<file path="src/rtl/i2c_codec_responder_pkg.sv">
// Shared definitions for the codec config master and the codec responder:
// frame state encodings, codec target address and codec register indices.
package i2c_codec_responder_pkg;

    typedef enum logic [3:0] {
        ST_IDLE     = 4'd0,
        ST_ADDR     = 4'd1,
        ST_ADDR_ACK = 4'd2,
        ST_BYTE1    = 4'd3,
        ST_ACK1     = 4'd4,
        ST_BYTE2    = 4'd5,
        ST_ACK2     = 4'd6,
        ST_DONE     = 4'd7,
        ST_IGNORE   = 4'd8
    } i2c_frame_state_t;

    localparam logic [6:0] CODEC_DEVADDR    = 7'h1a;
    localparam logic [6:0] CODEC_RESET_REG  = 7'h0F;
    localparam logic [6:0] CODEC_REG_POWER  = 7'h06;
    localparam logic [6:0] CODEC_REG_ANALOG = 7'h04;

    localparam int SHADOW_DEPTH = 16;

endpackage

</file>
<file path="src/rtl/i2c_codec_responder_if.sv">
// I2C bus as seen by the codec responder. sda_in is the wired-AND bus level,
// sda_oe is the responder's open-drain pull-down request.
interface i2c_codec_responder_if;
    logic scl;
    logic sda_in;
    logic sda_oe;

    modport master (output scl, output sda_in, input sda_oe);
    modport slave  (input scl, input sda_in, output sda_oe);
endinterface

</file>
<file path="src/rtl/i2c_codec_responder_bus_sync.sv">
// SCL/SDA synchroniser with a history flop per line, producing SCL edge
// strobes and START/STOP strobes from the synchronised signals only.
module i2c_bus_sync #(
    parameter int SYNC_STAGES = 2
) (
    input  logic clk,
    input  logic reset,
    input  logic scl,
    input  logic sda_in,
    output logic sda_s,
    output logic scl_rise,
    output logic scl_fall,
    output logic start_det,
    output logic stop_det
);

    logic [SYNC_STAGES-1:0] scl_sync;
    logic [SYNC_STAGES-1:0] sda_sync;
    logic                   scl_h;
    logic                   sda_h;
    logic                   scl_s;

    // Synchroniser chains plus history; reset to the idle-bus level so no
    // spurious edges appear when reset is released on an idle bus.
    always_ff @(posedge clk or negedge reset) begin
        if (!reset) begin
            scl_sync <= '1;
            sda_sync <= '1;
            scl_h    <= 1'b1;
            sda_h    <= 1'b1;
        end else begin
            scl_sync <= {scl_sync[SYNC_STAGES-2:0], scl};
            sda_sync <= {sda_sync[SYNC_STAGES-2:0], sda_in};
            scl_h    <= scl_sync[SYNC_STAGES-1];
            sda_h    <= sda_sync[SYNC_STAGES-1];
        end
    end

    // Edge and bus-condition decode; SCL must be high on both samples so an
    // SDA move that coincides with an SCL fall is not taken as START/STOP.
    always_comb begin
        scl_s     = scl_sync[SYNC_STAGES-1];
        sda_s     = sda_sync[SYNC_STAGES-1];
        scl_rise  = scl_s & ~scl_h;
        scl_fall  = ~scl_s & scl_h;
        start_det = scl_s & scl_h & sda_h & ~sda_s;
        stop_det  = scl_s & scl_h & ~sda_h & sda_s;
    end

endmodule

</file>
<file path="src/rtl/i2c_codec_responder.sv">
// I2C codec stand-in: ACKs 3-byte register writes to DEVADDR, strobes each
// decoded write and keeps a 16x9 shadow register file.
//
//  state       | meaning
//  ------------+----------------------------------------------
//  ST_IDLE     | bus free, waiting for START
//  ST_ADDR     | shifting address byte
//  ST_ADDR_ACK | driving ACK for matching address
//  ST_BYTE1    | shifting {reg[6:0], data[8]}
//  ST_ACK1     | driving ACK for byte 1
//  ST_BYTE2    | shifting data[7:0]
//  ST_ACK2     | driving ACK for byte 2; commit on its closing SCL fall
//  ST_DONE     | frame committed, extra bytes NACKed until STOP
//  ST_IGNORE   | not addressed to us, NACK until STOP
module i2c_codec_responder
    import i2c_codec_responder_pkg::*;
#(
    parameter logic [6:0] DEVADDR     = CODEC_DEVADDR,
    parameter int         SYNC_STAGES = 2,
    parameter logic [6:0] RESET_REG   = CODEC_RESET_REG
) (
    input  logic                 clk,
    input  logic                 reset,
    i2c_codec_responder_if.slave bus,
    output logic                 wr_valid,
    output logic [6:0]           wr_addr,
    output logic [8:0]           wr_data,
    output logic                 frame_err,
    output logic                 busy,
    input  logic [3:0]           rd_addr,
    output logic [8:0]           rd_data
);

    logic sda_s, scl_rise, scl_fall, start_det, stop_det;

    i2c_bus_sync #(.SYNC_STAGES(SYNC_STAGES)) u_sync (
        .clk       (clk),
        .reset     (reset),
        .scl       (bus.scl),
        .sda_in    (bus.sda_in),
        .sda_s     (sda_s),
        .scl_rise  (scl_rise),
        .scl_fall  (scl_fall),
        .start_det (start_det),
        .stop_det  (stop_det)
    );

    i2c_frame_state_t state, state_nxt;
    logic [3:0]       bit_cnt;
    logic [7:0]       shreg;
    logic [7:0]       byte1;
    logic             commit;
    logic             abort;
    logic             in_frame;
    logic             shifting;
    logic             ack_nxt;
    logic [8:0]       shadow [SHADOW_DEPTH];

    // Next-state decode; START/STOP pre-empt any bit-level activity.
    always_comb begin
        state_nxt = state;
        commit    = 1'b0;
        in_frame  = state inside {ST_ADDR_ACK, ST_BYTE1, ST_ACK1, ST_BYTE2, ST_ACK2};
        shifting  = state inside {ST_ADDR, ST_BYTE1, ST_BYTE2};
        abort     = 1'b0;
        if (stop_det) begin
            state_nxt = ST_IDLE;
            abort     = in_frame;
        end else if (start_det) begin
            state_nxt = ST_ADDR;
            abort     = in_frame;
        end else if (scl_fall) begin
            case (state)
                ST_ADDR: begin
                    if (bit_cnt == 4'd8)
                        state_nxt = (shreg == {DEVADDR, 1'b0}) ? ST_ADDR_ACK : ST_IGNORE;
                end
                ST_ADDR_ACK: state_nxt = ST_BYTE1;
                ST_BYTE1: begin
                    if (bit_cnt == 4'd8) state_nxt = ST_ACK1;
                end
                ST_ACK1: state_nxt = ST_BYTE2;
                ST_BYTE2: begin
                    if (bit_cnt == 4'd8) state_nxt = ST_ACK2;
                end
                ST_ACK2: begin
                    state_nxt = ST_DONE;
                    commit    = 1'b1;
                end
                default: ;
            endcase
        end
        ack_nxt = state_nxt inside {ST_ADDR_ACK, ST_ACK1, ST_ACK2};
    end

    // State register.
    always_ff @(posedge clk or negedge reset) begin
        if (!reset) state <= ST_IDLE;
        else        state <= state_nxt;
    end

    // Bit counter, shift register and captured first data byte.
    always_ff @(posedge clk or negedge reset) begin
        if (!reset) begin
            bit_cnt <= 4'd0;
            shreg   <= 8'd0;
            byte1   <= 8'd0;
        end else begin
            if (state_nxt != state || start_det || stop_det) begin
                bit_cnt <= 4'd0;
            end else if (scl_rise && shifting) begin
                shreg   <= {shreg[6:0], sda_s};
                bit_cnt <= bit_cnt + 4'd1;
            end
            if (state == ST_BYTE1 && state_nxt == ST_ACK1)
                byte1 <= shreg;
        end
    end

    // Registered bus-facing and status outputs; reset releases SDA at once.
    always_ff @(posedge clk or negedge reset) begin
        if (!reset) begin
            bus.sda_oe <= 1'b0;
            busy       <= 1'b0;
            wr_valid   <= 1'b0;
            frame_err  <= 1'b0;
            wr_addr    <= 7'd0;
            wr_data    <= 9'd0;
        end else begin
            bus.sda_oe <= ack_nxt;
            wr_valid   <= commit;
            frame_err  <= abort;
            if (start_det)     busy <= 1'b1;
            else if (stop_det) busy <= 1'b0;
            if (commit) begin
                wr_addr <= byte1[7:1];
                wr_data <= {byte1[0], shreg};
            end
        end
    end

    // Shadow file: a write to RESET_REG wipes every entry, other in-range
    // indices update one entry, out-of-range indices are only strobed.
    always_ff @(posedge clk or negedge reset) begin
        if (!reset) begin
            for (int i = 0; i < SHADOW_DEPTH; i++) shadow[i] <= 9'd0;
        end else if (commit) begin
            if (byte1[7:1] == RESET_REG) begin
                for (int i = 0; i < SHADOW_DEPTH; i++) shadow[i] <= 9'd0;
            end else if (byte1[7:5] == 3'd0) begin
                shadow[byte1[4:1]] <= {byte1[0], shreg};
            end
        end
    end

    assign rd_data = shadow[rd_addr];

endmodule

</file>
<file path="src/flat_wrapper.sv">
// flat-port wrapper written by rule: the top's interface ports become plain ports
module i2c_codec_responder_flat import i2c_codec_responder_pkg::*;
#(
    parameter logic [6:0] DEVADDR     = CODEC_DEVADDR,
    parameter int         SYNC_STAGES = 2,
    parameter logic [6:0] RESET_REG   = CODEC_RESET_REG
)
  (clk, reset, wr_valid, wr_addr, wr_data, frame_err, busy, rd_addr, rd_data, bus_scl, bus_sda_in, bus_sda_oe);
  i2c_codec_responder_if bus_i ();
  input  logic clk;
  input  logic reset;
  output logic wr_valid;
  output logic [6:0] wr_addr;
  output logic [8:0] wr_data;
  output logic frame_err;
  output logic busy;
  input  logic [3:0] rd_addr;
  output logic [8:0] rd_data;
  input wire logic [$bits(bus_i.scl)-1:0] bus_scl;
  input wire logic [$bits(bus_i.sda_in)-1:0] bus_sda_in;
  output wire logic [$bits(bus_i.sda_oe)-1:0] bus_sda_oe;
  assign bus_i.scl = bus_scl;
  assign bus_i.sda_in = bus_sda_in;
  assign bus_sda_oe = bus_i.sda_oe;
  i2c_codec_responder #(.DEVADDR(DEVADDR), .SYNC_STAGES(SYNC_STAGES), .RESET_REG(RESET_REG)) u_core (.clk(clk), .reset(reset), .bus(bus_i), .wr_valid(wr_valid), .wr_addr(wr_addr), .wr_data(wr_data), .frame_err(frame_err), .busy(busy), .rd_addr(rd_addr), .rd_data(rd_data));
endmodule
</file>
<file path="config.mk">
export PLATFORM = sky130hd
export DESIGN_NAME = i2c_codec_responder_flat
export DESIGN_NICKNAME = d
export VERILOG_FILES = /design/src/rtl/i2c_codec_responder_pkg.sv /design/src/rtl/i2c_codec_responder_if.sv /design/src/rtl/i2c_codec_responder_bus_sync.sv /design/src/rtl/i2c_codec_responder.sv /design/src/flat_wrapper.sv
export SDC_FILE = /design/constraint.sdc
export NUM_CORES = 1
export LEC_CHECK = 0
export CORE_AREA = 2 2 151 116
export CTS_BUF_LIST = sky130_fd_sc_hd__clkbuf_8
export CTS_CLUSTER_DIAMETER = 150
export DETAILED_ROUTE_END_ITERATION = 12
export DIE_AREA = 0 0 153 118
export GPL_ROUTABILITY_DRIVEN = 1
export GPL_TIMING_DRIVEN = 0
export HOLD_SLACK_MARGIN = 0.02
export PLACE_DENSITY = 0.77
export SYNTH_ARGS = -nofsm -noshare
export SYNTH_HDL_FRONTEND = slang
export SYNTH_SLANG_ARGS = --single-unit
</file>
<file path="constraint.sdc">
create_clock -name clk -period 2.72 [get_ports clk]
set_input_delay 0.544 -clock clk [delete_from_list [all_inputs] [get_ports clk]]
set_output_delay 0.544 -clock clk [all_outputs]
set_load 0.005 [all_outputs]
</file>
# Yosys cells after proc, flatten, opt, wreduce, memory -nomap -nowiden
# Index checks and enable logic that the tools add are counted.
# W data, S select, Z words.
[classes]
magnitude_cmp = 3
n_bitwise = 14
muxes = 26
addsub = 1
reduce_logical = 14
eq_ne = 13
[ops]
columns = ["cell", "n"]
rows = [
  ["$mux W144", 2],
  ["$bwmux W144", 1],
  ["$bmux W9 S4", 1],
  ["$demux W9 S4", 1],
  ["$mux W4", 9],
  ["$mux W9", 3],
  ["$pmux W4 S6", 1],
  ["$eq A4 B3 Y1 const B", 5],
  ["$eq A4 B2 Y1 const B", 3],
  ["$ge A5 B5 Y1 const B", 2],
  ["$not A4 Y5", 2],
  ["$eq A8 B6 Y1 const B", 1],
  ["$mux W1", 8],
  ["$and A1 B1 Y1", 7],
  ["$eq A7 B4 Y1 const B", 1],
  ["$reduce_bool A2 Y1", 3],
  ["$reduce_bool A3 Y1", 2],
  ["$lt A5 B1 Y1 const B", 1],
  ["$not A1 Y1", 5],
  ["$reduce_bool A5 Y1", 1],
  ["$add A4 B1 Y4 const B", 1],
  ["$eq A4 B1 Y1 const B", 1],
  ["$eq A4 B4 Y1 const B", 1],
  ["$ne A4 B4 Y1", 1],
  ["4 further kinds", 8],
]
[totals]
wordCells = 101
output_inout_bits = 29
regBits = 194

# Depth between registers and ports, before layout
[depth]
depth_word = 12
depth_mapped = 7
mapped_depth_nobuf = 7

# Cells and area by module
# From an unflattened synthesis, not the netlist that was laid out.
[unflattened]
hier_cells = 590
area_unflattened_um2 = 8824.7
[by_module_without_submodules]
columns = ["module", "instances", "area_each_um2", "cells_each", "seq_area_each_um2"]
rows = [
  ["i2c_codec_responder", 1, 8634.5, 580, 4704.5],
  ["i2c_bus_sync", 1, 190.2, 10, 157.7],
]

# Least setup slack after synthesis
# OpenSTA, ideal clock, no wires.
[synth_timing]
path_type = "input to output"
start = "input rd_addr[0]"
end = "output rd_data[0]"
arrival_time_ps = 2288
path_stages = 4
t_required_ps = 2176
setup_slack_ps = -112
n_path_buf = 2
path_cell_list = "clkbuf_1 -> buf_2 -> mux4_2 -> mux4_2"
[synth_between]
elab_chain_cells = 4
[synth_lines]
columns = ["element", "line", "source"]
rows = [
  ["start: declaration", "flat_wrapper.sv:17", "input logic [3:0] rd_addr;"],
  ["$not A4 Y5 (implied by the code)", "i2c_codec_responder.sv:156", "assign rd_data = shadow[rd_addr];"],
  ["$bmux W9 S4", "i2c_codec_responder.sv:156", ""],
  ["$mux W9 (implied by the code) (2 in series)", "i2c_codec_responder.sv:156", ""],
  ["end: declaration", "flat_wrapper.sv:18", "output logic [8:0] rd_data;"],
]
# No other way between the ends. The select of a mux whose other input is x is not followed.

# Worst setup path in the final report
[layout_timing]
start = "input rd_addr[0]"
end = "output rd_data[1]"
# Same word-level chain as after synthesis.

==> flow_metrics.env <==
export IMPL_outcome="finished clean"
export IMPL_worst_pin_slew_ps=905
export IMPL_portBuffers=32
export IMPL_start_util_pct=53.9
export IMPL_rr_worst_depth=7
export IMPL_cp_arrival_ps=2150
export IMPL_synth_edf_count=0
export IMPL_relSlewSlack_pct=39.4
export IMPL_cellPowerDensity_nw_per_um2=534
export IMPL_core_area_um2=16600
export IMPL_ir_drop_mv=0.301
export IMPL_cp_start_kind="input pin"
export IMPL_n_antenna_cell=0
export IMPL_r2r_start="u_core.state[0]$_DFF_PN0_"
export IMPL_hp_class="in -> async"
export IMPL_first_pass_iters=5
export IMPL_antenna_found_initial=1
export IMPL_rr_endpoint="u_core.shadow[126]$_DFFE_PN0P_"
export IMPL_m1WireLength_um=10500
export IMPL_place_hpwl_um=15700
export IMPL_grt_max_degree=101
export IMPL_critPathMaxFanout=8
export IMPL_die_x_um=153
export IMPL_num_rows=41
export IMPL_final_common_cell="dfrtp_1"
export IMPL_finalNetCount=852
export IMPL_fmax_mhz=372
export IMPL_clk_latency_ps=480
export IMPL_critical_path_class="in -> out"
export IMPL_top_layer_used="met4"
export IMPL_finalMaxSlewViolations=0
export IMPL_drt_iter0_drc=923
export IMPL_cts_made_buffers=17
export IMPL_cp_data_required_time_ps=2180
export IMPL_cts_max_level=4
export IMPL_wirelength_um=24000
export IMPL_vias=6797
export IMPL_drtAntennaViolNets=0
export IMPL_cp_startpoint="rd_addr[0]"
export IMPL_final_setup_tns_ps=0
export IMPL_yosysSeqAreaShare_pct=54.4
export IMPL_timing_final_hold_violations=0
export IMPL_ff2ff_setup_slack_ps=140
export IMPL_period_minus_slack_ps=2690
export IMPL_ys_seq_elements=194
export IMPL_final_cell_mix="dfrtp_1, nand2_1, o21ai_0"
export IMPL_dp_slack_ps=-866
export IMPL_cts_root_buf="clkbuf_8"
export IMPL_drc=0
export IMPL_worst_slack_ps=29.1
export IMPL_synth_cell_types=54
export IMPL_dr_wl_met3_um=2240
export IMPL_via_per_inst=6.35
export IMPL_leakagePower_nw=4.62
export IMPL_ctsHoldBuffers=0
export IMPL_first_global_vias=6665
export IMPL_clkTransAtPathRegs_ps=100
export IMPL_syn_nets=785
export IMPL_grt_pass1_wl_um=38000
export IMPL_cts_sinks=194
export IMPL_fin_crit_sh_pct=98.9
export IMPL_dpl_cell_count=1023
export IMPL_clockBufferDepth=2
export IMPL_routabilityCongestion=0.971
export IMPL_maxCapViolCount=0
export IMPL_endpoint_kind="primary output"
export IMPL_grt_usage_pct=27.8
export IMPL_io_pins=37
export IMPL_skew_ps=14.0
export IMPL_syn_inst=775
export IMPL_fin_cells=1070
export IMPL_cts_tree="yes"
export IMPL_drive_gt1_share_pct=19.9
export IMPL_dieArea_um2=18100
export IMPL_synthToLayoutAreaGrowth_pct=15.3
export IMPL_yosysWarnings=0
export IMPL_fp_dieH_um=118
export IMPL_grt_overflow=0
export IMPL_syn_area_um2=8940
export IMPL_met2_length_um=10600
export IMPL_synth_top_area_share_pct=52.6
export IMPL_ys_flop_type="dfrtp_1"
export IMPL_avgSynthCellArea_um2=11.5
export IMPL_async_flop_share_pct=100
export IMPL_synth_area_leaders="dfrtp_1, mux4_2, nand2_1, a22o_1, o21ai_0"
export IMPL_setup_viol=0
export IMPL_rsz0062_at_grt="no"
export IMPL_yosys_area_top_type="dfrtp_1"
export IMPL_wire_per_inst_um=22.4
## final cells by class
cell class | count | area, µm²
fillers | 1319 | 6270
flip-flops and latches | 194 | 4860
multi-input cells | 513 | 3790
repair buffers | 48 | 503
plain buffers | 56 | 360
well taps | 215 | 269
clock buffers | 19 | 262
clock inverters | 13 | 208
inverters | 12 | 45.0
## where the power goes
part	switching [W]	total [W]	internal [W]	leakage, nW
Clock	0.00105	0.00219	0.00114	0.236
Sequential	0.0000128	0.00292	0.00291	2.68
Combinational	0.000272	0.000389	0.000117	1.70
## Yosys cell counts (3+ instances only)
master / n
a21oi_1: 13
a22o_1: 54
a22oi_1: 8
a41oi_1: 3
and2_1: 10
and3_1: 4
buf_1: 9
buf_2: 19
buf_6: 3
clkbuf_1: 24
dfrtp_1: 188
dfstp_2: 6
inv_1: 12
mux2_2: 16
mux4_2: 45
nand2_1: 172
nand2b_1: 11
nand3_1: 21
nand4_1: 3
nor2_1: 22
nor3_1: 4
o21ai_0: 72
o21ai_1: 4
o22ai_1: 11
xnor2_1: 3
## repair_timing
item | CTS | global route
buffers inserted | 7 | 6
resized for setup | 45 | 10
gates cloned | 2 | 0
pin swaps | 0 | 1
endpoints found under the setup margin | 9 | 82
## worst max-delay path by stage
stage | endpoint | slack [ps] | cells past startpoint
floorplan | rd_data[0] | 80 | 4
global placement | u_core.shadow[41]$_DFFE_PN0P_ | -6910 | 1
global route | rd_data[2] | 5 | 3
CTS | rd_data[7] | 10 | 5
detailed placement | rd_data[5] | -870 | 5
finish | rd_data[1] | 30 | 5
## metrics by stage
step           utilization [%]  hold WS, ps  cell area, µm²  power [W]
6_report                  62.2         74.1           10300    0.00551
5_1_grt                   62.2          122           10300    0.00567
4_1_cts                   61.8         99.6           10200    0.00551
3_5_place_dp              57.7          347            9560    0.00333
3_3_place_gp              57.5          346            9530    0.00332
2_1_floorplan                -          248            8940    0.00316
## state kept, by name, indices dropped and copies added, names as in the netlist
name,flops
u_core.frame_err,1
u_core.u_sync.sda_sync,2
u_core.u_sync.scl_h,1
u_core.shadow,144
u_core.bit_cnt,4
u_core.wr_data,9
u_core.wr_addr,7
u_core.u_sync.scl_sync,2
u_core.byte1,8
u_core.u_sync.sda_h,1
u_core.state,4
u_core.busy,1
u_core.shreg,8
u_core.bus.sda_oe,1
u_core.wr_valid,1
## worst max-delay path, cell delays in order
cell and delay, ps:
clkbuf_16 170, buf_12 150, mux4_2 570, mux4_2 490
clkdlybuf4s15_1 220
## layer usage
| metal | up-vias | GRT usage, % |
|---|---|---|
| met4 | 0 | 9.49 |
| met3 | 64 | 8.69 |
| met5 | - | 0 |
| li1 | 2918 | - |
| met1 | 3479 | 41.3 |
| met2 | 336 | 38.9 |
## cells by family (layout without fill, tap and decap cells)
family	Yosys count	count (layout)	synth area share, %
simple gates	273	273	15.2
flops	194	194	54.4
compound gates	172	172	12.9
xor+xnor	4	4	0.392
mux	62	62	13.5
buf+inv	68	148	3.42
fa+ha+maj	2	2	0.280
(Power assumes the default switching activity.)
